[src/rtl/imem_loader.sv]
// Boot-time instruction memory loader: receives a length-prefixed little-endian word
// stream, writes each word to instruction memory and releases the core on a good checksum.
module imem_loader #(
    parameter logic [31:0] BASE_ADDR   = 32'h0000_0000,
    parameter int          DEPTH_WORDS = 1024
) (
    input  logic        clk,
    input  logic        rst_n,
    input  logic        rx_valid,
    input  logic [7:0]  rx_data,
    output logic        rx_ready,
    input  logic        restart,
    output logic        imem_we,
    output logic [31:0] imem_addr,
    output logic [31:0] imem_wdata,
    output logic        core_hold,
    output logic        done,
    output logic        err
);

    typedef enum logic [2:0] {
        S_LEN,
        S_DATA,
        S_CSUM,
        S_DONE,
        S_ERR
    } state_t;

    localparam logic [31:0] DEPTH_LIMIT = 32'(DEPTH_WORDS);

    state_t      r_state;
    state_t      w_next;

    logic [31:0] r_count;
    logic [1:0]  r_byte_cnt;
    logic [31:0] r_word_idx;
    logic [7:0]  r_csum;
    logic [23:0] r_word;
    logic        r_we;
    logic [31:0] r_addr;
    logic [31:0] r_wdata;

    logic        w_rx_ready;
    logic        w_accept;
    logic        w_last_byte;
    logic        w_last_word;
    logic        w_restart_ok;
    logic [31:0] w_count_next;
    logic [31:0] w_word_full;

    assign w_rx_ready   = (r_state == S_LEN) || (r_state == S_DATA) || (r_state == S_CSUM);
    assign w_accept     = rx_valid && w_rx_ready;
    assign w_last_byte  = (r_byte_cnt == 2'd3);
    assign w_last_word  = (r_word_idx == (r_count - 32'd1));
    assign w_restart_ok = restart && ((r_state == S_DONE) || (r_state == S_ERR));

    // Bytes arrive least-significant first, so shifting in from the top leaves byte 0 in [7:0].
    assign w_count_next = {rx_data, r_count[31:8]};
    assign w_word_full  = {rx_data, r_word};

    always_ff @(posedge clk or negedge rst_n) begin
        if (!rst_n) begin
            r_state <= S_LEN;
        end else begin
            r_state <= w_next;
        end
    end

    always_comb begin
        w_next = r_state;
        case (r_state)
            S_LEN: begin
                if (w_accept && w_last_byte) begin
                    if (w_count_next > DEPTH_LIMIT) begin
                        w_next = S_ERR;
                    end else if (w_count_next == 32'd0) begin
                        w_next = S_CSUM;
                    end else begin
                        w_next = S_DATA;
                    end
                end
            end
            S_DATA: begin
                if (w_accept && w_last_byte && w_last_word) begin
                    w_next = S_CSUM;
                end
            end
            S_CSUM: begin
                if (w_accept) begin
                    w_next = (rx_data == r_csum) ? S_DONE : S_ERR;
                end
            end
            S_DONE: begin
                if (restart) begin
                    w_next = S_LEN;
                end
            end
            S_ERR: begin
                if (restart) begin
                    w_next = S_LEN;
                end
            end
            default: begin
                w_next = S_LEN;
            end
        endcase
    end

    // The write strobe is registered, so it appears the cycle after the last byte of a word.
    always_ff @(posedge clk or negedge rst_n) begin
        if (!rst_n) begin
            r_count    <= 32'd0;
            r_byte_cnt <= 2'd0;
            r_word_idx <= 32'd0;
            r_csum     <= 8'd0;
            r_word     <= 24'd0;
            r_we       <= 1'b0;
            r_addr     <= BASE_ADDR;
            r_wdata    <= 32'd0;
        end else begin
            r_we <= 1'b0;
            if (w_restart_ok) begin
                r_count    <= 32'd0;
                r_byte_cnt <= 2'd0;
                r_word_idx <= 32'd0;
                r_csum     <= 8'd0;
                r_word     <= 24'd0;
            end else if (w_accept) begin
                case (r_state)
                    S_LEN: begin
                        r_count    <= w_count_next;
                        r_byte_cnt <= r_byte_cnt + 2'd1;
                    end
                    S_DATA: begin
                        r_word     <= w_word_full[31:8];
                        r_byte_cnt <= r_byte_cnt + 2'd1;
                        r_csum     <= r_csum ^ rx_data;
                        if (w_last_byte) begin
                            r_we       <= 1'b1;
                            r_addr     <= BASE_ADDR + {r_word_idx[29:0], 2'b00};
                            r_wdata    <= w_word_full;
                            r_word_idx <= r_word_idx + 32'd1;
                        end
                    end
                    default: begin
                    end
                endcase
            end
        end
    end

    assign rx_ready   = w_rx_ready;
    assign imem_we    = r_we;
    assign imem_addr  = r_addr;
    assign imem_wdata = r_wdata;
    assign core_hold  = (r_state != S_DONE);
    assign done       = (r_state == S_DONE);
    assign err        = (r_state == S_ERR);

endmodule

[config.mk]
export PLATFORM = sky130hd
export DESIGN_NAME = imem_loader
export DESIGN_NICKNAME = d
export VERILOG_FILES = /design/src/rtl/imem_loader.sv
export SDC_FILE = /design/constraint.sdc
export NUM_CORES = 1
export LEC_CHECK = 0
export CORE_AREA = 2 2 173 141
export DETAILED_ROUTE_END_ITERATION = 6
export DIE_AREA = 0 0 175 143
export PLACE_DENSITY = 0.54
export REMOVE_ABC_BUFFERS = 1
export SYNTH_ARGS = -nofsm -noshare
export SYNTH_HDL_FRONTEND = slang
export SYNTH_SLANG_ARGS = --single-unit
export TNS_END_PERCENT = 10
[constraint.sdc]
create_clock -name clk -period 2.5 [get_ports clk]
set_input_delay 0.25 -clock clk [delete_from_list [all_inputs] [get_ports clk]]
set_output_delay 0.25 -clock clk [all_outputs]
set_load 0.02 [all_outputs]
# [Yosys cells after proc, flatten, opt, wreduce, memory -nomap -nowiden]
# Cells that the tools add are included.
[classes] n_div=0 add_sub_neg=3 multipliers=0 shift=0 reduce_logical=22 magnitude_cmp=1 n_bitwise=2 mux=28 eq_ne=12
[ops] op="two-way mux 32 bit" n=7
[ops] op="two-way mux 24 bit" n=3
[ops] op="adder 32 x 1 -> 32 bit, second input constant" n=1
[ops] op="== test 32 bit" n=1
[ops] op="> comparator 32 x 11 -> 1 bit, second input constant" n=1
[ops] op="logical NOT 32 bit" n=1
[ops] op="subtractor 32 x 1 -> 32 bit, second input constant" n=1
[ops] op="two-way mux 8 bit" n=3
[ops] op="two-way mux 3 bit" n=6
[ops] op="one-hot mux 3 bit (4 select lines)" n=1
[ops] op="nonzero test 2 bit" n=5
[ops] op="== test 8 bit" n=1
[ops] op="two-way mux 2 bit" n=4
[ops] op="AND reduction 4 bit" n=2
[ops] op="bitwise XOR 8 bit" n=1
[ops] op="== test 3 x 2 -> 1 bit, second input constant" n=2
[ops] op="!= test 2 x 1 -> 1 bit, second input constant" n=3
[ops] op="AND reduction 2 bit" n=3
[ops] op="logical AND 1 bit" n=4
[ops] op="two-way mux 1 bit" n=4
[ops] op="OR reduction 2 bit" n=2
[ops] op="== test 3 x 1 -> 1 bit, second input constant" n=1
[ops] op="== test 3 bit, second input constant" n=1
[ops] op="logical NOT 3 bit" n=1
[ops] op="other kinds (7)" n=9
[totals] ff_bits=164 out_inout_bits=69 memories=0 in_bits=12 mem_bits_rw=0 mem_bits_ro=0 word_cells=77 latch_bits=0

# [Depth between registers and ports, before layout]
# Gate-level depths: netlist of the first run.
[logic_depth] ltp_word=8 depth_mapped=11 depth_no_buf=10

# [Worst setup path after synthesis of the first run]
# No wires, ideal clock.
[synth_timing] path_type="reg-to-reg" startpoint="register r_count[2]" endpoint="register r_state[0]" path_stages_with_launch=10 synth_period_minus_slack_ps=2446 arrival_ps=2313 path_slack_ps=54 n_path_buf=1 setup_time_ps=133 t_required_ps=2367 path_cell_list="dfrtp_1 -> buf_6 -> nor4_2 -> nand3_1 -> nor3_1 -> xnor2_1 -> o21ai_0 -> or4_1 -> a2111oi_2 -> o21ai_1"
[synth_via] elab_chain_len=5
[synth_rtl] item="start, declared" line_no="34" text="logic [31:0] r_count;"
[synth_rtl] item="start signal, assigned" line_no="131" text="r_count <= w_count_next;"
[synth_rtl] item="subtractor 32 x 1 -> 32 bit" line_no="54" text="assign w_last_word = (r_word_idx == (r_count - 32'd1));"
[synth_rtl] item="== test 32 bit" line_no="54"
[synth_rtl] item="logical AND 1 bit" line_no="84" text="if (w_accept && w_last_byte && w_last_word) begin"
[synth_rtl] item="!= test 2 x 1 -> 1 bit (no line)"
[synth_rtl] item="AND reduction 4 bit (no line)"
[synth_rtl] item="end signal, assigned" line_no="65" text="r_state <= w_next;"
[synth_rtl] item="end, declared" line_no="31" text="state_t r_state;"
# Every way passes these cells.
# A chain may end at the register's enable or synchronous reset.

# [Final worst setup path of the first run]
[layout_timing] startpoint="register r_count[15]" endpoint="register r_state[0]"
[layout_via] elab_chain_len=5 elab_cells_between_ends=11 cone_classes="add/sub: 1; order compare: 1; eq/ne: 2; mux: 4; reduce/logical: 3"
[layout_rtl] item="subtractor 32 x 1 -> 32 bit / logical NOT 32 bit (equally long branches)" line_no="54, 76"
[layout_rtl] item="== test 32 bit / two-way mux 2 bit (equally long branches)" line_no="54, 76"
[layout_rtl] item="logical AND 1 bit / two-way mux 3 bit (equally long branches)" line_no="84, 74"
[layout_rtl] item="!= test 2 x 1 -> 1 bit (no line) / two-way mux 3 bit (equally long branches)"
[layout_rtl] item="AND reduction 4 bit (no line) / one-hot mux 3 bit (4 select lines) (equally long branches)"
# Parallel ways exist; a longest one is shown, timed or not. The select of a mux whose other input is x is not followed.

==> results of run 1 <==
-- worst max-delay path: cells and delay by family (launching register included) --
| family | cells | cell delay [ns] |
|---|---|---|
| and+or+nand+nor | 5 | 1.33 |
| AOI/OAI and AO/OA | 2 | 0.47 |
| DFF | 1 | 0.38 |
| buffers and inverters | 1 | 0.18 |
| muxes | 1 | 0.14 |
-- power by group --
group / internal, mW / total (mW) / leakage [nW] / switching, mW
Clock: 1.41 / 2.58 / 0.271 / 1.17
Sequential: 2.88 / 3.11 / 2.27 / 0.232
Combinational: 2.21 / 4.56 / 2.35 / 2.35
-- flip-flops by register name, summed over array words and instances, names as in the netlist, 2 cells and up --
signal,count
imem_wdata,32
r_word_idx,32
r_csum,8
r_count,32
r_word,24
r_byte_cnt,2
r_state,3
imem_addr,30
-- worst max path at each step --
stage / end / slack (ns) / cells past startpoint
after floorplan: r_word_idx[2] / -1.27 / 8
after global placement: r_word_idx[30] / -0.34 / 10
after detailed placement: r_word_idx[30] / -0.42 / 10
after CTS: r_state[0] / -0.17 / 8
after global routing: r_state[0] / -0.25 / 9
final: r_state[0] / -0.11 / 9
-- per-layer routing --
| layer | part of all wire, % | vias to the layer above | routed length, um | GRT usage (%) |
|---|---|---|---|---|
| met2 | 41 | 149 | 8430 | 24.0 |
| met5 | 0 | - | 0 | 0 |
| li1 | - | 3286 | - | - |
| met1 | 53 | 3181 | 10900 | 27.5 |
| met3 | 4.9 | 13 | 1010 | 3.97 |
| met4 | 0.61 | 0 | 125 | 4.04 |
-- cells in the final DEF, fill, tap and decap left out, drive strengths merged, types with 2 or more instances in the layout --
cell type,instances
nand2,323
or4,5
a21oi,54
xnor2,49
conb,2
nand3,13
clkinv,4
and2,7
dfrtp,164
inv,17
xor2,35
a211oi,2
a21o,2
ha,3
mux2i,2
nor4,15
clkdlybuf4s50,77
clkinvlp,3
o31ai,3
and4,2
or3,12
a211o,2
o41ai,2
a31oi,4
nand3b,4
clkbuf,19
nor2b,2
nor3,19
nand4,9
o21ai,33
nor2,56
or2,3
and3,10
buf,96
nand2b,2
-- layout make-up --
cell class	instances	area, sq um	area share (%)
repair buffers	174	1580	15.2
clock buffers	19	443	4.24
multi-input cells	691	3750	35.9
well taps	312	390	3.74
inverters	12	45.0	0.431
clock inverters	13	124	1.19
flip-flops and latches	164	4110	39.3
-- what timing repair did --
item	4_1_cts	5_1_grt
gates cloned	0	0
hold endpoints to repair	43	0
pin swaps	5	4
hold buffers	1	0
resized for setup	6	14
setup endpoints to repair	9	12
-- kinds of logic after synthesis --
| logic type | share of synthesized area [%] |
|---|---|
| other cells | 0.0467 |
| compound gates | 7.60 |
| buf+inv | 3.43 |
| simple gates | 27.8 |
| fa+ha+maj | 0.467 |
| mux | 0.390 |
| xor+xnor | 9.16 |
| flops | 51.1 |
-- through the flow --
stage                     instance area, sq um  util [%]
after floorplan                           7800         -
after global placement                    9770      42.1
final                                    10400      45.0
after global routing                     10400      45.0
after detailed placement                  9770      42.1
after CTS                                10400      44.7
==> impl_metrics.csv, run 1 <==
group,metric,value,unit
die,die_w,175,um
global_routing,antenna_found_initial,0,
sta,timing.final.crit_share,105,%
setup_path,r2r_start,"r_count[15]",
synth,synthTopCellsByArea,"dfrtp_1 51%, nand2_1 15%, xnor2_1 5.3%",
outcome,violations,"setup timing",
die,die-area,25000,sq um
sta,rsz0062_at_grt,"yes",
global_routing,grt-ovfl-total,0,
setup_path,crit_fanout,3,
synth,synth_flop_cell,"dfrtp_1",
synth,synth.distinct_cells,62,
cts,cts_buffers,17,
setup_path,cp_slowest_stage_delay,0.42,ns
sta,worst_clock_skew,0.0151,ns
synth,async_flop_share,100,%
setup_path,startpoint_type,"flop",
synth,synth_largest_area_cell,"dfrtp_1",
setup_path,crit_path_top_delay_cell,"or3_4",
final_layout,finalNetCount,1075,
final_layout,antenna_cells,0,
cts,clock_latency,0.44,ns
setup_path,cp_cell_sequence,"or3_4, nor4_4, and2b_1, nor4b_1, buf_4, mux2_2, nand4_1, a2111oi_4, o21ai_1",
cts,cts-root-buf,"clkbuf_16",
synth,post-synth-top-count-cell,"nand2_1",
placed_design,pre_cts_ws,-0.417,ns
sta,setup_slack,-0.114,ns
sta,drv_slew,0,
drt,drc,0,
synth,yosys_warnings,0,
die,core,23200,sq um
die,initial_core_util,34.6,%
placed_design,dp.cells,1352,
cts,clock_path_buffers,2,
die,num_rows,50,
die,die_h,143,um
setup_path,cp_data_required_time,2.80,ns
placed_design,hpwlAfterDp,14000,um
drt,viasPerCell,4.79,
cts,clkTransAtPathRegs,0.07,ns
synth,yosysSeqAreaShare,51.1,%
synth,synth.top_cell.area_share,51.1,%
drt,vias,6629,
placed_design,portBuffers,78,
outcome,status,"finished with violations",
sta,setup-tns-final,-0.227,ns
setup_path,crit_path_start,"r_count[15]",
cts,cts_tree,"done",
final_layout,stdcell_count,1385,
synth,synthTopCellsByCount,"323 x nand2_1, 164 x dfrtp_1, 55 x nor2_1",
pwr,power.density,982,nW/um^2
setup_path,cp.arrival,2.92,ns
sta,hold_viol,0,
sta,setup_viol,2,
setup_path,r2r_cells,9,
synth,syn_inst,920,
final_layout,nFillCells,2312,
setup_path,reg2reg_to,"r_state[0]",
sta,maxClockFrequency,382,MHz
synth,synth.avg_cell_area,8.73,sq um
global_routing,grtUsageTotal,17.5,%
setup_path,end_kind,"flop",
die,io_pins,81,
cts,htreeDepth,4,
global_routing,grt_first_pass_wirelength,34500,um
drt,ant_nets,0,
global_routing,grt_pass1_vias,6352,
synth,synth_edf_count,0,
synth,netlist_area,8030,sq um
final_layout,area_growth,30.1,%
placed_design,gp_congestion,0.879,
drt,drt_iter0_markers,368,
cts,cts_setup_buffers,0,
sta,fin_crit,2.61,ns
global_routing,grt_start_max_net_pins,99,
drt,wl_per_cell,14.8,um
pwr,ir_drop,0.000632,V
sta,hold-worst-slack,0.348,ns
hold_path,min_path_type,"input port to asynchronous set/reset pin",
setup_path,rrSetupSlack,-0.11,ns
pwr,cellLeakagePower,4.89,nW
cts,cts_sinks,164,
final_layout,drive_gt1_share,15.5,%
synth,ys_ff_latch,164,
pwr,total_power,10.3,mW
job,cap_violations,0,
setup_path,critPathKind,"flop to flop",
drt,routed_wl,20500,um
drt,firstDrtPassIters,5,
Note: power is estimated with default switching activity, not from simulation.
==> inputs of run 2 (changes only) <==
ABC_CLOCK_PERIOD_IN_PS = 2500   (was unset)
==> results of run 2 <==
Final layout, timing and power as in run 1 (identical DEF).
==> inputs of run 3 (changes only) <==
CAP_MARGIN = 20   (was unset)
RECOVER_POWER = 50   (was unset)
==> impl_metrics.csv, run 3 (synthesis gave the netlist of run 1 again) <==
group,metric,value,unit
outcome,status,"finished with violations",
outcome,violations,"setup timing",
final_layout,nFillCells,2315,
sta,setup-tns-final,-0.226,ns
final_layout,area_growth,29.7,%
setup_path,cp_cell_sequence,"or3_4, nor4_4, and2b_1, nor4b_1, buf_4, mux2_2, nand4_1, a2111oi_4, o21ai_1",
sta,rsz0062_at_grt,"yes",
drt,top_layer_used,"met4",
drt,met2WireLength,8470,um
sta,hold_viol,0,
drt,vias,6659,
pwr,cellLeakagePower,4.99,nW
global_routing,grt_first_pass_wirelength,34500,um
final_layout,finalNetCount,1075,
sta,hold-worst-slack,0.466,ns
sta,setup_slack,-0.114,ns
placed_design,pre_cts_ws,-0.417,ns
cts,cts_tree,"done",
cts,htreeDepth,4,
cts,cts_sinks,164,
sta,timing.final.crit_share,105,%
global_routing,grt-ovfl-total,0,
final_layout,antenna_cells,0,
drt,routed_wl,20600,um
pwr,power.density,985,nW/um^2
cts,cts-root-buf,"clkbuf_16",
pwr,netSwitchingFraction,36.6,%
final_layout,drive_gt1_share,15.5,%
pwr,internal_power,6.50,mW
drt,viasPerCell,4.81,
die,die_w,175,um
drt,firstDrtPassIters,5,
setup_path,cp_slowest_stage_delay,0.42,ns
final_layout,stdcell_count,1385,
pwr,combPwrFrac,44.5,%
placed_design,dp.cells,1352,
pwr,ir_drop,0.000630,V
drt,wl_met1,11000,um
job,cap_violations,0,
final_layout,final_cell_mix,"322 x nand2_1, 162 x dfrtp_1, 87 x buf_4",
pwr,p_sw,3.75,mW
global_routing,grt_start_max_net_pins,99,
pwr,clkPwrFrac,25.2,%
final_layout,finalInstanceArea,10400,sq um
drt,drc,0,
sta,maxClockFrequency,383,MHz
setup_path,cp.arrival,2.92,ns
final_layout,layout_commonest_cell,"nand2_1",
die,die_h,143,um
setup_path,crit_path_top_delay_cell,"or3_4",
sta,slew_headroom,17.0,%
drt,drt_iter0_markers,378,
cts,clkTransAtPathRegs,0.07,ns
die,initial_core_util,34.6,%
setup_path,end_kind,"flop",
setup_path,crit_fanout,3,
global_routing,antenna_found_initial,0,
setup_path,startpoint_type,"flop",
cts,clock_path_buffers,2,
die,io_pins,81,
setup_path,cp_data_required_time,2.80,ns
placed_design,hpwlAfterDp,14000,um
die,core,23200,sq um
cts,cts_buffers,17,
setup_path,critPathTopFamily,"simple AND/OR/NAND/NOR gates",
sta,fin_crit,2.61,ns
setup_path,crit_buf_inv,1,
sta,tightestPinTransition,1.25,ns
cts,clock_latency,0.43,ns
drt,wl_per_cell,14.9,um
placed_design,gp_congestion,0.879,
drt,ant_nets,0,
pwr,pwr-share-seq,30.4,%
die,num_rows,50,
cts,cts_setup_buffers,0,
hold_path,min_path_type,"flop to flop",
setup_path,critPathKind,"flop to flop",
drt,met3_length,1010,um
die,die-area,25000,sq um
placed_design,placed_area,9770,sq um
sta,worst_clock_skew,0.0132,ns
placed_design,portBuffers,78,
sta,drv_slew,0,
global_routing,grtUsageTotal,17.5,%
global_routing,grt_pass1_vias,6352,
sta,setup_viol,2,
[run 3: through the flow]
stage	total power [mW]	utilization, %
final	10.3	44.9
after global routing	10.9	44.9
after CTS	10.2	44.7
after detailed placement	7.53	42.1
after global placement	7.49	42.1
after floorplan	5.56	-
[run 3: area by class of cell]
| class | instances | area [sq um] | area share [%] |
|---|---|---|---|
| timing repair buffer | 174 | 1550 | 14.9 |
| multi-input combinational | 691 | 3750 | 36.0 |
| sequential | 164 | 4110 | 39.4 |
| clock inverter | 13 | 124 | 1.19 |
| tap | 312 | 390 | 3.75 |
| clock buffer | 19 | 443 | 4.25 |
| inverter | 12 | 45.0 | 0.433 |
[run 3: tightest hold or removal path, cell delays in order, from the launching register on]
cell and delay, ns:
dfrtp_1 0.34, nand2_1 0.05, nand2_1 0.05
[run 3: final timing paths]
check	from	end	slack, ns	depth (start not counted)
min	imem_addr[16]	imem_addr[16]	0.47	2
max	r_count[15]	r_state[0]	-0.11	9
max reg2reg	r_count[15]	r_state[0]	-0.11	9
min in group asynchronous	rst_n	imem_addr[17]	0.64	2
max in group asynchronous	rst_n	r_word[16]	0.40	3
min reg2reg	imem_addr[16]	imem_addr[16]	0.47	2
[run 3: what timing repair did]
item,CTS,global route
hold endpoints to repair,43,0
pin swaps,5,4
hold buffers,1,0
endpoints found under the setup margin,9,12
gates resized for setup,6,14
[run 3: power by group through the flow]
| stage | Combinational (mW) | Clock, mW | Sequential, mW |
|---|---|---|---|
| finish | 4.56 | 2.58 | 3.11 |
| global route | 5.03 | 2.76 | 3.14 |
| CTS | 4.46 | 2.64 | 3.10 |
| detailed placement | 4.39 | 0 | 3.15 |
| global placement | 4.35 | 0 | 3.14 |
| floorplan | 2.32 | 0 | 3.23 |
[run 3: metal layers]
layer | GRT usage (%) | vias to the layer above
met5 | 0 | -
met2 | 24.0 | 151
met3 | 3.97 | 12
li1 | - | 3295
met4 | 4.04 | 0
met1 | 27.5 | 3201
